`src/rtl/player1_ctl.sv`:
```
// Player 1 motion/animation controller: per-frame walk with wall clamps, walk-cycle
// animation FSM and a fixed-arc jump with gravity, all advanced on frame_tick.
package state_pkg;
  typedef enum logic [2:0] {
    IDLE   = 3'd0,
    RIGHT1 = 3'd1,
    RIGHT2 = 3'd2,
    LEFT1  = 3'd3,
    LEFT2  = 3'd4
  } State;
endpackage

module player1_ctl #(
  parameter int X_START     = 100,
  parameter int X_MIN       = 0,
  parameter int X_MAX       = 760,
  parameter int STEP        = 2,
  parameter int ANIM_FRAMES = 8,
  parameter int Y_GROUND    = 100,
  parameter int JUMP_V      = 12,
  parameter int GRAVITY     = 1,
  parameter int V_MAX       = 15
) (
  input  logic            clk,
  input  logic            rst_n,
  player1_ctl_if.slave    bus,
  output state_pkg::State state
);
  import state_pkg::*;

  typedef enum logic [1:0] {DIR_NONE, DIR_RIGHT, DIR_LEFT} dir_t;

  localparam logic [7:0]         ANIM_LAST  = 8'(ANIM_FRAMES - 1);
  localparam logic signed [13:0] Y_GROUND_S = 14'(Y_GROUND);
  localparam logic signed [8:0]  V_MAX_S    = 9'(V_MAX);

  State              state_q, state_n;
  logic [11:0]       xpos_q, xpos_n;
  logic [11:0]       ypos_q, ypos_n;
  logic              airborne_q, airborne_n;
  logic signed [7:0] vel_q, vel_n;
  logic [7:0]        anim_cnt_q, anim_cnt_n;
  logic              jump_prev_q, jump_prev_n;

  dir_t               dir;
  logic [12:0]        x_wide, x_right;
  logic signed [13:0] y_sum;
  logic signed [8:0]  v_inc;
  logic               launch;

  always_ff @(posedge clk or negedge rst_n) begin
    if (!rst_n) begin
      state_q     <= IDLE;
      xpos_q      <= 12'(X_START);
      ypos_q      <= 12'(Y_GROUND);
      airborne_q  <= 1'b0;
      vel_q       <= 8'sd0;
      anim_cnt_q  <= 8'd0;
      jump_prev_q <= 1'b0;
    end else if (bus.frame_tick) begin
      state_q     <= state_n;
      xpos_q      <= xpos_n;
      ypos_q      <= ypos_n;
      airborne_q  <= airborne_n;
      vel_q       <= vel_n;
      anim_cnt_q  <= anim_cnt_n;
      jump_prev_q <= jump_prev_n;
    end
  end

  always_comb begin
    state_n     = state_q;
    xpos_n      = xpos_q;
    ypos_n      = ypos_q;
    airborne_n  = airborne_q;
    vel_n       = vel_q;
    anim_cnt_n  = anim_cnt_q;
    jump_prev_n = bus.jump;

    if (bus.move_right && !bus.move_left)      dir = DIR_RIGHT;
    else if (bus.move_left && !bus.move_right) dir = DIR_LEFT;
    else                                       dir = DIR_NONE;

    // 13-bit working width so the left clamp never sees a wrapped value
    x_wide  = {1'b0, xpos_q};
    x_right = x_wide + 13'(STEP);

    y_sum  = $signed({2'b00, ypos_q}) + $signed({{6{vel_q[7]}}, vel_q});
    v_inc  = $signed({vel_q[7], vel_q}) + $signed(9'(GRAVITY));
    launch = bus.jump && !jump_prev_q && !airborne_q;

    case (dir)
      DIR_RIGHT: begin
        if (state_q == RIGHT1 || state_q == RIGHT2) begin
          if (anim_cnt_q == ANIM_LAST) begin
            state_n    = (state_q == RIGHT1) ? RIGHT2 : RIGHT1;
            anim_cnt_n = 8'd0;
          end else begin
            anim_cnt_n = anim_cnt_q + 8'd1;
          end
        end else begin
          state_n    = RIGHT1;
          anim_cnt_n = 8'd0;
        end
        xpos_n = (x_right > 13'(X_MAX)) ? 12'(X_MAX) : x_right[11:0];
      end
      DIR_LEFT: begin
        if (state_q == LEFT1 || state_q == LEFT2) begin
          if (anim_cnt_q == ANIM_LAST) begin
            state_n    = (state_q == LEFT1) ? LEFT2 : LEFT1;
            anim_cnt_n = 8'd0;
          end else begin
            anim_cnt_n = anim_cnt_q + 8'd1;
          end
        end else begin
          state_n    = LEFT1;
          anim_cnt_n = 8'd0;
        end
        xpos_n = (x_wide < 13'(X_MIN + STEP)) ? 12'(X_MIN) : 12'(x_wide - 13'(STEP));
      end
      default: begin
        state_n    = IDLE;
        anim_cnt_n = 8'd0;
      end
    endcase

    // Launch tick only arms the jump; the first vertical move happens on the next tick
    if (launch) begin
      vel_n      = 8'(-JUMP_V);
      airborne_n = 1'b1;
    end else if (airborne_q) begin
      if (y_sum >= Y_GROUND_S) begin
        ypos_n     = 12'(Y_GROUND);
        vel_n      = 8'sd0;
        airborne_n = 1'b0;
      end else begin
        ypos_n = (y_sum < 14'sd0) ? 12'd0 : y_sum[11:0];
        vel_n  = (v_inc > V_MAX_S) ? V_MAX_S[7:0] : v_inc[7:0];
      end
    end
  end

  assign bus.xpos_player1 = xpos_q;
  assign bus.ypos_player1 = ypos_q;
  assign bus.airborne     = airborne_q;
  assign state            = state_q;
endmodule

```
`src/rtl/player1_ctl_if.sv`:
```
// Player 1 control bus: keyboard-side move/jump levels in, sprite offsets out.
// frame_tick qualifies the request levels (sampled only while it is high); the offsets and
// airborne are registered and settle one clk after each tick, with no backpressure.
interface player1_ctl_if;
  logic        frame_tick;
  logic        move_left;
  logic        move_right;
  logic        jump;
  logic [11:0] xpos_player1;
  logic [11:0] ypos_player1;
  logic        airborne;

  modport master (
    output frame_tick, move_left, move_right, jump,
    input  xpos_player1, ypos_player1, airborne
  );

  modport slave (
    input  frame_tick, move_left, move_right, jump,
    output xpos_player1, ypos_player1, airborne
  );
endinterface

```
`src/flat_wrapper.sv`:
```
// flat-port wrapper written by rule: the top's interface ports become plain ports
module player1_ctl_flat import state_pkg::*;
#(
  parameter int X_START     = 100,
  parameter int X_MIN       = 0,
  parameter int X_MAX       = 760,
  parameter int STEP        = 2,
  parameter int ANIM_FRAMES = 8,
  parameter int Y_GROUND    = 100,
  parameter int JUMP_V      = 12,
  parameter int GRAVITY     = 1,
  parameter int V_MAX       = 15
)
  (clk, rst_n, state, bus_frame_tick, bus_move_left, bus_move_right, bus_jump, bus_xpos_player1, bus_ypos_player1, bus_airborne);
  player1_ctl_if bus_i ();
  input  logic clk;
  input  logic rst_n;
  output state_pkg::State state;
  input wire logic [$bits(bus_i.frame_tick)-1:0] bus_frame_tick;
  input wire logic [$bits(bus_i.move_left)-1:0] bus_move_left;
  input wire logic [$bits(bus_i.move_right)-1:0] bus_move_right;
  input wire logic [$bits(bus_i.jump)-1:0] bus_jump;
  output wire logic [$bits(bus_i.xpos_player1)-1:0] bus_xpos_player1;
  output wire logic [$bits(bus_i.ypos_player1)-1:0] bus_ypos_player1;
  output wire logic [$bits(bus_i.airborne)-1:0] bus_airborne;
  assign bus_i.frame_tick = bus_frame_tick;
  assign bus_i.move_left = bus_move_left;
  assign bus_i.move_right = bus_move_right;
  assign bus_i.jump = bus_jump;
  assign bus_xpos_player1 = bus_i.xpos_player1;
  assign bus_ypos_player1 = bus_i.ypos_player1;
  assign bus_airborne = bus_i.airborne;
  player1_ctl #(.X_START(X_START), .X_MIN(X_MIN), .X_MAX(X_MAX), .STEP(STEP), .ANIM_FRAMES(ANIM_FRAMES), .Y_GROUND(Y_GROUND), .JUMP_V(JUMP_V), .GRAVITY(GRAVITY), .V_MAX(V_MAX)) u_core (.clk(clk), .rst_n(rst_n), .bus(bus_i), .state(state));
endmodule
```
`config.mk`:
```
export PLATFORM = sky130hd
export DESIGN_NAME = player1_ctl_flat
export DESIGN_NICKNAME = d
export VERILOG_FILES = /design/src/rtl/player1_ctl.sv /design/src/rtl/player1_ctl_if.sv /design/src/flat_wrapper.sv
export SDC_FILE = /design/constraint.sdc
export NUM_CORES = 1
export LEC_CHECK = 0
export BUFFER_PORTS_ARGS = -buffer_cell sky130_fd_sc_hd__buf_2
export CELL_PAD_IN_SITES_DETAIL_PLACEMENT = 1
export CELL_PAD_IN_SITES_GLOBAL_PLACEMENT = 2
export CORE_AREA = 2 2 101 103
export DETAILED_ROUTE_END_ITERATION = 16
export DIE_AREA = 0 0 103 105
export GPL_TIMING_DRIVEN = 0
export PLACE_DENSITY = 0.79
export SKIP_LAST_GASP = 1
export SLEW_MARGIN = 20
export SYNTH_ARGS = -nofsm -noshare
export SYNTH_HDL_FRONTEND = slang
export SYNTH_SLANG_ARGS = --single-unit
```
`constraint.sdc`:
```
create_clock -name clk -period 4.2 [get_ports clk]
set_clock_uncertainty 0.15 [all_clocks]
set_input_delay 0.63 -clock clk [delete_from_list [all_inputs] [get_ports clk]]
set_output_delay 0.63 -clock clk [all_outputs]
set_load 0.1 [all_outputs]
```
# Yosys cells after proc, flatten, opt, wreduce, memory -nomap -nowiden
# Index checks and enable logic that the tools add are counted.
[totals]
word_cells = 68
inputBits = 6
ff_bits = 45
[op_classes]
bitwise_logic = 1
add_sub_neg = 5
order_cmp = 5
reduce_logical = 16
muxes = 25
n_eq_ne = 9
[ops]
columns = ["cell", "n"]
rows = [
  ["8-bit two-way mux", 7],
  ["12-bit two-way mux", 4],
  ["12-bit case mux with 2 select lines", 1],
  ["8-bit case mux with 2 select lines", 1],
  ["3-bit two-way mux", 5],
  ["13-bit by 8-bit adder with 14-bit output", 1],
  ["14-bit by 8-bit greater-or-equal comparator with 1-bit output, second input constant", 1],
  ["14-bit by 1-bit less-than comparator with 1-bit output, second input constant", 1],
  ["12-bit by 2-bit adder with 13-bit output, second input constant", 1],
  ["13-bit by 10-bit greater-than comparator with 1-bit output, second input constant", 1],
  ["12-bit by 2-bit less-than comparator with 1-bit output, second input constant", 1],
  ["12-bit by 2-bit subtractor with 12-bit output, second input constant", 1],
  ["8-bit by 2-bit adder with 9-bit output, second input constant", 1],
  ["9-bit by 5-bit greater-than comparator with 1-bit output, second input constant", 1],
  ["8-bit by 1-bit adder with 8-bit output, second input constant", 1],
  ["8-bit by 3-bit == test with 1-bit output, second input constant", 1],
  ["3-bit by 2-bit == test with 1-bit output, second input constant", 2],
  ["2-bit two-way mux", 3],
  ["3-bit case mux with 2 select lines", 1],
  ["3-bit AND reduction", 2],
  ["1-bit logical AND", 4],
  ["1-bit zero test", 4],
  ["2-bit AND reduction", 2],
  ["2-bit nonzero test", 2],
  ["9 further kinds", 12],
]

# Logic depth before layout (Yosys ltp)
# Gate-level depths: netlist (run 1).
[depth]
depth_word = 7
ltp_mapped = 12

# Least setup slack after synthesis (run 1)
# Ideal clock, no wire load.
[synth_timing]
path_kind = "reg2reg"
startpoint = "register u_core.ypos_q[0], in the netlist u_core.bus.ypos_player1[0]"
endpoint = "register u_core.vel_q[6]"
period_less_slack_ns = 3.511
path_slack_ns = 0.689
stages_incl_launch_ff = 12
n_path_buf = 1
t_arrival_ns = 3.274
setup_time_ns = 0.087
path_cell_list = "dfrtp_1 > ha_1 > fa_1 > a21o_1 > a311o_1 > a221oi_2 > xnor2_1 > a31oi_2 > o211ai_2 > and2_4 > buf_6 > a211oi_2"
[synth_via]
elab_chain_len = 5
[synth_lines]
columns = ["item", "line", "source"]
rows = [
  ["start: declaration", "player1_ctl.sv:39", "logic [11:0] ypos_q, ypos_n;"],
  ["start signal: assignment", "player1_ctl.sv:55", "ypos_q <= 12'(Y_GROUND);"],
  ["start signal: assignment", "player1_ctl.sv:63", "ypos_q <= ypos_n;"],
  ["13-bit by 8-bit adder with 14-bit output", "player1_ctl.sv:88", "y_sum = $signed({2'b00, ypos_q}) + $signed({{6{vel_q[7]}}, vel_q});"],
  ["14-bit by 8-bit greater-or-equal comparator with 1-bit output", "player1_ctl.sv:132", "if (y_sum >= Y_GROUND_S) begin"],
  ["8-bit two-way mux", "player1_ctl.sv:132", ""],
  ["8-bit two-way mux", "player1_ctl.sv:131", "end else if (airborne_q) begin"],
  ["8-bit two-way mux", "player1_ctl.sv:128", "if (launch) begin"],
  ["end signal: assignment", "player1_ctl.sv:65", "vel_q <= vel_n;"],
  ["end: declaration", "player1_ctl.sv:41", "logic signed [7:0] vel_q, vel_n;"],
]
# No other way between the ends. The select of a mux whose other input is x is not followed.
# A chain may end at the register's enable or synchronous reset.

# Final worst setup path (run 1)
[layout_timing]
startpoint = "register u_core.vel_q[0]"
endpoint = "register u_core.vel_q[6]"
[layout_via]
elab_chain_len = 6
elab_cells_between_ends = 8
classes_between = "add/sub: 2; order compare: 2; mux: 4"
[layout_lines]
columns = ["item", "line"]
rows = [
  ["branches (longest 3 deep; another with 13-bit by 8-bit adder with 14-bit output)", "-"],
  ["8-bit two-way mux (*)", "player1_ctl.sv:132"],
  ["8-bit two-way mux (*)", "player1_ctl.sv:131"],
  ["8-bit two-way mux (*)", "player1_ctl.sv:128"],
]
# Mark *: on every way between the ends. The select of a mux whose other input is x is not followed.

==> flow_summary.json, run 1 <==
{
  "worstPathRequired_ps": 4270,
  "syn-cell-area_um2": 3390,
  "worst_pin_slew_ps": 707,
  "drive_above_1_share": 0.128,
  "max_freq_mhz": 298,
  "seqPwrFrac": 0.261,
  "power_mw": 2.43,
  "gp_congestion": 0.832,
  "clk_latency_ps": 310,
  "pwr-share-clk": 0.150,
  "fin_cells": 593,
  "min_path_type": "input port to async pin",
  "syn_inst": 421,
  "internal_power_mw": 1.12,
  "via_per_inst": 5.53,
  "maxCapViolCount": 0,
  "arrival_ps": 3420,
  "hold_buffers": 0,
  "wl_um": 9630,
  "final_cell_mix": "nand2_1 (53), o21ai_0 (45), dfrtp_1 (38), buf_2 (33), a21oi_1 (28)",
  "dr.pass1.iters": 4,
  "wire_per_inst_um": 16.2,
  "critPathCaptureType": "flip-flop",
  "rsz0062_at_grt": "false",
  "ctsHtreeMaxLevel": 2,
  "ios": 34,
  "cts_buffers": 5,
  "coreArea_um2": 9640,
  "cts_tree": "yes",
  "synth_top_area_frac": 0.280,
  "dieHeight_um": 105,
  "worstSetupPathType": "flip-flop to flip-flop",
  "synth_edf_count": 0,
  "hold_viol": 0,
  "synthTopCellsByArea": "dfrtp_1 (28%), ha_1 (7.4%), o21ai_0 (6.6%), nand2_1 (5.9%), dfstp_2 (4.6%)",
  "design_area_um2": 3840,
  "dieWidth_um": 103,
  "rrSetupSlack_ps": 850,
  "port_buffers": 31,
  "dp_cells": 585,
  "dieArea_um2": 10800,
  "post-cts-setup-buffer-count": 0,
  "start_util": 0.352,
  "p_leak_nw": 1.66,
  "outcome": "finished clean",
  "power_switching_share": 0.537,
  "yosysSeqAreaShare": 0.327,
  "grt_pass1_wl_um": 16400,
  "clock_sinks": 44,
  "p_sw_mw": 1.31,
  "antenna_cells": 0,
  "route.detailed.drc": 0,
  "period_minus_slack_ps": 3350,
  "antenna_found_initial": 0,
  "cts_resized": 0,
  "clkTransAtPathRegs_ps": 100,
  "ys.flop_type": "dfrtp_1",
  "peakVddDrop_mv": 0.430,
  "drtIter0Drc": 86,
  "final-setup-viol-count": 0,
  "p_per_area_nw_per_um2": 633,
  "syn_avg_cell_area_um2": 8.06,
  "setup_tns_ps": 0,
  "yosysTopAreaCell": "dfrtp_1",
  "placed_area_um2": 3710,
  "nets": 486,
  "ys_warn_count": 0,
  "synth.distinct_cells": 62,
  "met3_wirelength_um": 219,
  "groute.usage.overall": 0.187,
  "hpwlAfterDp_um": 7120,
  "max_slew_margin": 0.524,
  "grt_max_degree": 45,
  "cp-start-kind": "flip-flop",
  "antenna_left": 0,
  "maxSlewViolCount": 0,
  "synthToLayoutAreaGrowth_pct": 13.1,
  "wl_met1_um": 4630,
  "gr-total-overflow": 0,
  "rows": 36,
  "vias": 3282,
  "top_layer_used": "met4",
  "final_common_cell": "nand2_1",
  "post-route-period-util": 0.798,
  "wl_met2_um": 4670,
  "synthesis.nets": 448,
  "cts_root_buf": "clkbuf_8",
  "grt_pass1_vias": 3369,
  "combinationalPowerShare": 0.589,
  "synth-seq-cells": 44,
  "cts_buffer_depth": 2,
  "async_reset_ff_frac": 1.00,
  "path_max_fanout": 9
}
==> worst paths after layout <==
| path | startpoint | endpoint | depth (start not counted) |
|---|---|---|---|
| max | u_core.vel_q[0] | u_core.vel_q[6] | 11 |
| min | rst_n | u_core.vel_q[4] | 1 |
| max reg2reg | u_core.vel_q[0] | u_core.vel_q[6] | 11 |
| min reg2reg | u_core.bus.ypos_player1[2] | u_core.bus.ypos_player1[2] | 2 |
| max in group asynchronous | rst_n | u_core.bus.ypos_player1[11] | 1 |
| min in group clk | u_core.bus.ypos_player1[2] | u_core.bus.ypos_player1[2] | 2 |
==> state kept, by name, indices dropped and copies added, names as in the netlist <==
signal / count
u_core.anim_cnt_q: 8
u_core.bus.airborne: 1
u_core.bus.xpos_player1: 11
u_core.bus.ypos_player1: 12
u_core.jump_prev_q: 1
u_core.state: 3
u_core.vel_q: 8
==> power by group through the flow <==
| stage | clock network [mW] | registers [mW] | logic, mW |
|---|---|---|---|
| finish | 0.365 | 0.633 | 1.43 |
| global route | 0.386 | 0.652 | 1.57 |
| CTS | 0.373 | 0.634 | 1.43 |
| detailed placement | 0 | 0.640 | 1.43 |
| global placement | 0 | 0.636 | 1.41 |
| floorplan | 0 | 1.02 | 0.755 |
==> through the flow <==
step	utilization	setup WS (ps)	hold WS, ps
after floorplan	-	689	184
after CTS	0.398	809	354
final	0.398	850	180
after detailed placement	0.385	841	339
after global placement	0.385	883	331
after global routing	0.398	553	220
==> synth_stat cells, drive strengths merged, types with 2 or more instances <==
library cell and count:
nand2b 8, o21ai 46, dfrtp 38, a211oi 6, nand2 53, or3 2
a22oi 2, xnor2 11, ha 20, a2bb2oi 2, o22ai 9, xor2 4
and2 9, buf 5, a22o 5, mux2i 2, mux2 2, a221oi 3
nor2 27, nand4 4, dfstp 6, clkbuf 20, nor4 5, and3 9
o2111ai 2, a21o 5, inv 18, o41ai 3, o31ai 2, nor3 9
a31oi 9, o21a 5, a21oi 28, nand3 12, nor4b 4, o211ai 5
nor2b 5
==> critical path, stage by stage (launching register included) <==
cell      delay (ps)
dfrtp_1          470
ha_1             260
fa_1             460
a21o_1           250
a311o_1          410
o21ai_0          100
a21oi_1           80
nor4_1           340
o211ai_2         200
and2_4           200
buf_6            130
a211oi_2         210
==> cell families (layout without fill, tap and decap cells) <==
kind of cell | after synthesis | after routing | synth area share
flip-flops | 44 | 44 | 0.327
XOR/XNOR | 15 | 15 | 0.0387
buffers and inverters | 43 | 82 | 0.0524
adder cells (fa/ha/maj) | 21 | 21 | 0.0796
AO/OA/AOI/OAI | 143 | 143 | 0.274
AND/OR/NAND/NOR | 150 | 150 | 0.215
other | 1 | 1 | 0.00111
multiplexers | 4 | 4 | 0.0125
==> routing by layer <==
layer | GRT usage | vias to the layer above
met2 | 0.308 | 50
li1 | - | 1607
met4 | 0.0498 | 0
met5 | 0 | -
met3 | 0.0221 | 9
met1 | 0.257 | 1616
==> layout make-up <==
class,count,area [um2]
fillers,1238,5800
multi-input cells,334,2110
flip-flops and latches,44,1110
well taps,133,166
repair buffers,31,158
plain buffers,25,110
clock buffers,6,82.6
inverters,18,67.6
clock inverters,2,38.8
Note: power is estimated with default switching activity, not from simulation.
==> run 2, diff against run 1 <==
==> constraint.sdc (replaced) <==
create_clock -name clk -period 3.5 [get_ports clk]
set_clock_uncertainty 0.15 [all_clocks]
set_input_delay 0.525 -clock clk [delete_from_list [all_inputs] [get_ports clk]]
set_output_delay 0.525 -clock clk [all_outputs]
set_load 0.1 [all_outputs]
==> flow_summary.json, run 2 (same netlist as run 1, synthesis figures left out) <==
{
  "max_freq_mhz": 305,
  "internal_power_mw": 1.28,
  "dieArea_um2": 10800,
  "antenna_left": 0,
  "clock_sinks": 44,
  "min_path_type": "input port to async pin",
  "cts_buffer_depth": 2,
  "cts_tree": "yes",
  "critPathCaptureType": "flip-flop",
  "dieWidth_um": 103,
  "seqPwrFrac": 0.267,
  "fillCellCount": 1220,
  "gp_congestion": 0.811,
  "final_cell_mix": "nand2_1 (53), o21ai_0 (45), dfrtp_1 (37), buf_2 (33), a21oi_1 (28)",
  "route.detailed.drc": 0,
  "seq_area_um2": 1110,
  "peakVddDrop_mv": 0.583,
  "vias": 3249,
  "slowest_stage": "o21ai_0",
  "rsz0062_at_grt": "false",
  "worstSetupPathType": "flip-flop to flip-flop",
  "drtIter0Drc": 112,
  "post-route-period-util": 0.937,
  "antenna_cells": 0,
  "hpwlAfterDp_um": 7080,
  "groute.usage.overall": 0.183,
  "maxSlewViolCount": 0,
  "hold_viol": 0,
  "worstPathRequired_ps": 3570,
  "largest_reg_flops": 12,
  "via_per_inst": 5.48,
  "arrival_ps": 3350,
  "dieHeight_um": 105,
  "ctsHtreeMaxLevel": 2,
  "grt_max_degree": 45,
  "nets": 486,
  "synthToLayoutAreaGrowth_pct": 12.6,
  "combinationalPowerShare": 0.608,
  "period_minus_slack_ps": 3280,
  "path_max_fanout": 9,
  "clk_latency_ps": 300,
  "gr-total-overflow": 0,
  "final_common_cell": "nand2_1",
  "drive_above_1_share": 0.133,
  "utilization": 0.396,
  "cpPeakStageDelay_ps": 610,
  "setup_tns_ps": 0,
  "wire_per_inst_um": 16.1,
  "grt_pass1_vias": 3278,
  "rows": 36,
  "worstPathCellList": "ha_1 > buf_2 > a21oi_1 > o21ai_0 > o22ai_1 > o41a_1 > nor4_2 > o211ai_2 > and2_4 > buf_6 > a211oi_2",
  "multi_input_area_um2": 2120,
  "port_buffers": 31,
  "p_per_area_nw_per_um2": 742,
  "p_sw_mw": 1.56,
  "dr.pass1.iters": 4,
  "cts_buffers": 5,
  "cp-start-kind": "flip-flop",
  "start_util": 0.352,
  "clkTransAtPathRegs_ps": 90,
  "wl_um": 9520,
  "cts_root_buf": "clkbuf_8",
  "ios": 34,
  "max_slew_margin": 0.455,
  "p_leak_nw": 1.64,
  "worst_pin_slew_ps": 806,
  "antenna_found_initial": 0,
  "final-setup-viol-count": 0,
  "maxCapViolCount": 0,
  "pwr-share-clk": 0.124,
  "coreArea_um2": 9640,
  "grt_pass1_wl_um": 16100,
  "outcome": "finished clean",
  "power_switching_share": 0.549
}
[run 2: worst max-delay path: cells and delay by family (launching register included)]
family / cells / cell delay (ps)
simple gates: 2 / 490
compound gates: 6 / 1490
flops: 1 / 450
buf+inv: 2 / 320
fa+ha+maj: 1 / 290
[run 2: path summary, 6_finish.rpt]
| kind | startpoint | to | slack (ps) | cells after the start |
|---|---|---|---|---|
| worst max-delay path | u_core.vel_q[3] | u_core.vel_q[6] | 220 | 11 |
| worst min-delay path | rst_n | u_core.bus.xpos_player1[9] | 70 | 1 |
| worst max register to register | u_core.vel_q[3] | u_core.vel_q[6] | 220 | 11 |
| worst min register to register | u_core.bus.ypos_player1[5] | u_core.bus.ypos_player1[5] | 340 | 2 |
| max in group asynchronous | rst_n | u_core.bus.ypos_player1[0] | 2700 | 1 |
| min in group clk | u_core.bus.ypos_player1[5] | u_core.bus.ypos_player1[5] | 340 | 2 |
[run 2: area by class of cell]
type	instances	share of cell area
clock buffers	7	0.0226
clock inverters	1	0.00196
inverters	18	0.0177
plain buffers	25	0.0288
well taps	133	0.0435
repair buffers	31	0.0413
multi-input cells	334	0.554
flip-flops and latches	44	0.290
[run 2: through the flow]
stage                     total power [mW]  instances  hold WS, ps  worst slack, ps  cell area (um2)
after floorplan                       2.13        421         79.4              132             3390
after global placement                2.46        585          329              123             3720
after detailed placement              2.48        585          334              123             3720
after CTS                             2.85        593          296             82.1             3810
after global routing                  3.03        593          115             11.7             3820
final                                 2.83        593         73.8              222             3820
[run 2: power groups by stage]
stage	clock [mW]	sequential (mW)	combinational [mW]
after detailed placement	0	0.768	1.71
after CTS	0.372	0.758	1.72
after floorplan	0	1.22	0.906
after global placement	0	0.762	1.69
final	0.352	0.758	1.72
after global routing	0.381	0.777	1.87
[run 2: layer usage]
| layer | GRT usage | up-vias | share of wire |
|---|---|---|---|
| li1 | - | 1611 | - |
| met1 | 0.242 | 1596 | 0.47 |
| met2 | 0.314 | 32 | 0.50 |
| met3 | 0.0247 | 10 | 0.020 |
| met4 | 0.0423 | 0 | 0.012 |
| met5 | 0 | - | 0 |
[run 2: what timing repair did]
| action | 4_1_cts | 5_1_grt |
|---|---|---|
| setup endpoints to repair | 0 | 13 |
| hold buffers | 0 | 0 |
| gates resized for setup | 0 | 2 |
| buffers inserted | 0 | 0 |
